--- src/rtl/shift_req_arbiter.sv ---
// Purpose: round-robin share of one external barrel shifter between two FPU requesters, tagged responses.
// Latency: 2 cycles accept-to-response (issue register, then result register); 1 op/cycle sustained.
// Backpressure: rsp_ready=0 stalls the result register, then stage 1; readies drop once both stages are full.
module shift_req_arbiter #(
    parameter int W  = 16,
    parameter int SW = 4
) (
    input  logic          clk,
    input  logic          rst_n,
    input  logic          req0_valid,
    output logic          req0_ready,
    input  logic [W-1:0]  req0_a,
    input  logic [SW-1:0] req0_s,
    input  logic          req1_valid,
    output logic          req1_ready,
    input  logic [W-1:0]  req1_a,
    input  logic [SW-1:0] req1_s,
    output logic [W-1:0]  sh_a,
    output logic [SW-1:0] sh_s,
    input  logic [W-1:0]  sh_y,
    output logic          rsp_valid,
    input  logic          rsp_ready,
    output logic [W-1:0]  rsp_y,
    output logic          rsp_id,
    output logic          busy
);

    // Issue stage holding the operation currently presented to the shifter
    logic          s1_v;
    logic [W-1:0]  s1_a;
    logic [SW-1:0] s1_s;
    logic          s1_id;

    // Last requester granted; 1 means req0 has priority on the next contest
    logic          lrg;

    logic          s2_load;
    logic          s1_free;
    logic          g0;
    logic          g1;
    logic          accept;

    // Stage 2 takes stage 1 whenever the result slot is empty or being drained
    assign s2_load = s1_v & (~rsp_valid | rsp_ready);
    assign s1_free = ~s1_v | s2_load;

    // Round-robin grant; g0 and g1 are mutually exclusive
    assign g0     = req0_valid & (~req1_valid | lrg);
    assign g1     = req1_valid & (~req0_valid | ~lrg);
    assign accept = s1_free & (g0 | g1);

    // Readies are independent of the requester's own valid; held low while in reset
    assign req0_ready = rst_n & s1_free & (~req1_valid | lrg);
    assign req1_ready = rst_n & s1_free & (~req0_valid | ~lrg);

    // Shifter inputs come only from registers, so no req-to-shifter combinational path exists
    assign sh_a = s1_a;
    assign sh_s = s1_s;

    assign busy = s1_v | rsp_valid;

    // Issue register: load the granted operation, or empty out when drained with no refill
    always_ff @(posedge clk or negedge rst_n) begin
        if (!rst_n) begin
            s1_v  <= 1'b0;
            s1_a  <= '0;
            s1_s  <= '0;
            s1_id <= 1'b0;
            lrg   <= 1'b1;
        end else if (accept) begin
            s1_v  <= 1'b1;
            s1_a  <= g1 ? req1_a : req0_a;
            s1_s  <= g1 ? req1_s : req0_s;
            s1_id <= g1;
            lrg   <= g1;
        end else if (s2_load) begin
            s1_v  <= 1'b0;
        end
    end

    // Result register: capture shifter output with its tag, hold under backpressure
    always_ff @(posedge clk or negedge rst_n) begin
        if (!rst_n) begin
            rsp_valid <= 1'b0;
            rsp_y     <= '0;
            rsp_id    <= 1'b0;
        end else if (s2_load) begin
            rsp_valid <= 1'b1;
            rsp_y     <= sh_y;
            rsp_id    <= s1_id;
        end else if (rsp_valid && rsp_ready) begin
            rsp_valid <= 1'b0;
        end
    end

endmodule

--- config.mk ---
export PLATFORM = sky130hd
export DESIGN_NAME = shift_req_arbiter
export DESIGN_NICKNAME = d
export VERILOG_FILES = /design/src/rtl/shift_req_arbiter.sv
export SDC_FILE = /design/constraint.sdc
export NUM_CORES = 1
export LEC_CHECK = 0
export ABC_AREA = 1
export CAP_MARGIN = 10
export CORE_UTILIZATION = 36
export CTS_BUF_LIST = sky130_fd_sc_hd__clkbuf_16
export DETAILED_ROUTE_END_ITERATION = 8
export PLACE_DENSITY = 0.75
export SLEW_MARGIN = 15
export SYNTH_ARGS = -nofsm -noshare
export SYNTH_HDL_FRONTEND = slang
export SYNTH_SLANG_ARGS = --single-unit
export TNS_END_PERCENT = 20
--- constraint.sdc ---
create_clock -name clk -period 1.6 [get_ports clk]
set_input_delay 0.32 -clock clk [delete_from_list [all_inputs] [get_ports clk]]
set_output_delay 0.32 -clock clk [all_outputs]
set_load 0.03 [all_outputs]
==> qor.yml <==
cts_root_buf: "clkbuf_16"
pwr-share-comb_pct: 42.0
p_sw_share_pct: 38.9
end_kind: "output port"
routed_wl_um: 5020
maxClockFrequency_mhz: 666
regArea_sq_um: 1030
critPathSlowestCell: "dfrtp_1"
critical_path_class: "reg2out"
yosysTopAreaCell: "dfrtp_1"
p_seq_share_pct: 35.0
grt_pass1_wl_um: 7860
slowest_delay_ns: 0.42
pin_count: 102
cap_violations: 0
initialDrtViolationCount: 59
yosysSeqAreaShare_pct: 53.3
hold_violations: 0
ys_types: 16
nets: 423
grt-busiest-layer: "met2"
worst_pin_slew_ns: 0.502
ant_nets: 0
cts_made_buffers: 5
synthFlopType: "dfrtp_1"
yosysWarnings: 0
crit_required_ns: 1.28
syn_area_per_cell_sq_um: 7.76
gr-usage-met3_pct: 4.42
core.rowCount: 26
core_region_area_sq_um: 5140
grt_pass1_vias: 1764
synth_fa_ha_area_share_pct: 0
dp_cells: 424
use_met1_pct: 21.9
place.gp.congestion: 0.758
final_cells: 433
synth_top_cells_by_count: "nand2_1 (141), dfrtp_1 (40), nand3_1 (37), buf_2 (7), buf_4 (5)"
p_leak_nw: 1.72
rsz0062_at_grt: "false"
period_minus_slack_ns: 1.50
cp_cell_sequence: "or2_2 -> buf_4"
ys_ff_latch: 41
drc_errors: 0
start_util_pct: 37.5
syn_area_sq_um: 1930
power_frac_clock_pct: 23.0
setup_viol: 0
clk_pin_slew_ns: 0.06
fillers: 486
area_growth_pct: 66.3
vias: 1947
cp_top_family: "flip-flops"
netlist_top_cells_area: "dfrtp_1 (52%), nand2_1 (27%), nand3_1 (9.6%)"
vdd_drop_max_v: 0.000527
synth_xor_area_share_pct: 0
die_h_um: 75.1
synth_mux_area_share_pct: 0
total_power_w: 0.00415
dp_hpwl_um: 3780
drive_gt1_share_pct: 11.8
skew_ns: 0.00337
die_w_um: 75.1
clock_latency_ns: 0.28
antenna_found_initial: 0
wire_per_inst_um: 11.6
synth_compound_area_share_pct: 0.780
fin_crit_sh_pct: 93.8
reg2reg_depth: 7
die-area_sq_um: 5650
hold_class: "in2async"
synth.most_common_cell: "nand2_1"
r2r-end: "sh_a[7]"
multiInputGateArea_sq_um: 795
overflow: 0
relSlewSlack_pct: 66.5
port_buffers: 101
critPathLaunchType: "flip-flop"
rrSetupSlack_ns: 0.38
synth_top_area_share_pct: 52.0
clockBufferDepth: 2
track_usage_pct: 18.3
p_int_w: 0.00254
antenna_cells: 0
synth_edf_count: 0
synth_cells: 248
critical_path.max_fanout: 4
cp_num_buf_inv: 1
p_sw_w: 0.00161
tritoncts: "yes"
met2_usage_pct: 32.3
status: "complete, no violations"
via_per_inst: 4.50
arrival_ns: 1.18
synth_nets: 309
timing.rr.start: "lrg"
powerDensity_nw_per_um2: 1300
report.final.slew_viol_count: 0
synth_async_sr_flop_share_pct: 100
firstDrtPassIters: 4
grt_max_degree: 42
post_synth_and_or_nand_nor_area_fraction_pct: 40.2
htree_levels: 2
synth_top_family_by_area: "simple AND/OR/NAND/NOR gates"
cts_sinks: 41
-- power groups by stage --
stage	combinational, W	clock [W]	sequential, W
6_report	0.00174	0.000953	0.00145
5_1_grt	0.00189	0.00102	0.00149
4_1_cts	0.00176	0.000978	0.00145
3_5_place_dp	0.00193	0	0.00148
3_3_place_gp	0.00190	0	0.00147
2_1_floorplan	0.000525	0	0.00199
-- through the flow --
stage          cell area [sq um]  hold WS, ns  setup slack, ns  setup TNS, ns  util [%]
2_1_floorplan               1930       0.0244           0.0525              0         -
3_3_place_gp                3080        0.442          -0.0656        -0.0902      60.0
3_5_place_dp                3080        0.443          -0.0373        -0.0512      60.0
4_1_cts                     3190        0.154          0.00779              0      62.0
5_1_grt                     3200        0.193           0.0668              0      62.3
6_report                    3200        0.140           0.0990              0      62.3
-- per-layer routing --
metal,wire length (um),vias to the layer above
met3,338,4
met2,2410,59
met5,0,-
li1,-,1005
met4,43,0
met1,2230,879
-- final cells by class --
cell class / instances / share of cell area, %
inverters: 4 / 0.469
well taps: 70 / 2.74
repair buffers: 121 / 35.4
clock inverters: 3 / 0.547
flip-flops and latches: 41 / 32.1
multi-input cells: 189 / 24.8
clock buffers: 5 / 3.91
-- cell families after synthesis --
family                 after synthesis
and+or+nand+nor                    186
buffers and inverters               18
DFF                                 41
AOI/OAI and AO/OA                    3
-- registers in the layout, summed over array words and instances (netlist names) --
name,cells
rsp_y,16
sh_a,16
sh_s,4
lrg,1
rsp_id,1
rsp_valid,1
s1_id,1
s1_v,1
-- repair_timing --
action,CTS,global route
hold buffers,0,0
buffers inserted,1,0
setup endpoints to repair,40,2
gates resized for setup,39,5
-- how the worst max path moves through the flow --
stage / from / end / slack (ns) / cells after the start
after floorplan: rsp_valid / req1_ready / 0.05 / 3
after global placement: rsp_ready / req1_ready / -0.07 / 6
after detailed placement: rsp_ready / req1_ready / -0.04 / 6
after CTS: rsp_ready / req1_ready / 0.008 / 6
after global routing: rsp_valid / busy / 0.07 / 2
final: rsp_valid / busy / 0.1 / 2
-- layout by cell type, fill, tap and decap left out --
cell type	count
clkbuf_16	5
or2_2	1
buf_2	1
inv_1	2
nand3_1	37
buf_6	1
dlygate4sd2_1	38
buf_4	20
dfrtp_1	40
clkinv_2	2
a21oi_2	1
inv_2	2
dfstp_2	1
nand2_2	3
clkinvlp_4	1
nand2_1	140
o21ai_1	2
nand3_2	1
buf_12	2
nand2_4	2
clkdlybuf4s50_1	57
nor2_1	2
dlymetal6s2s_1	2
Note: power is estimated with default switching activity, not from simulation.
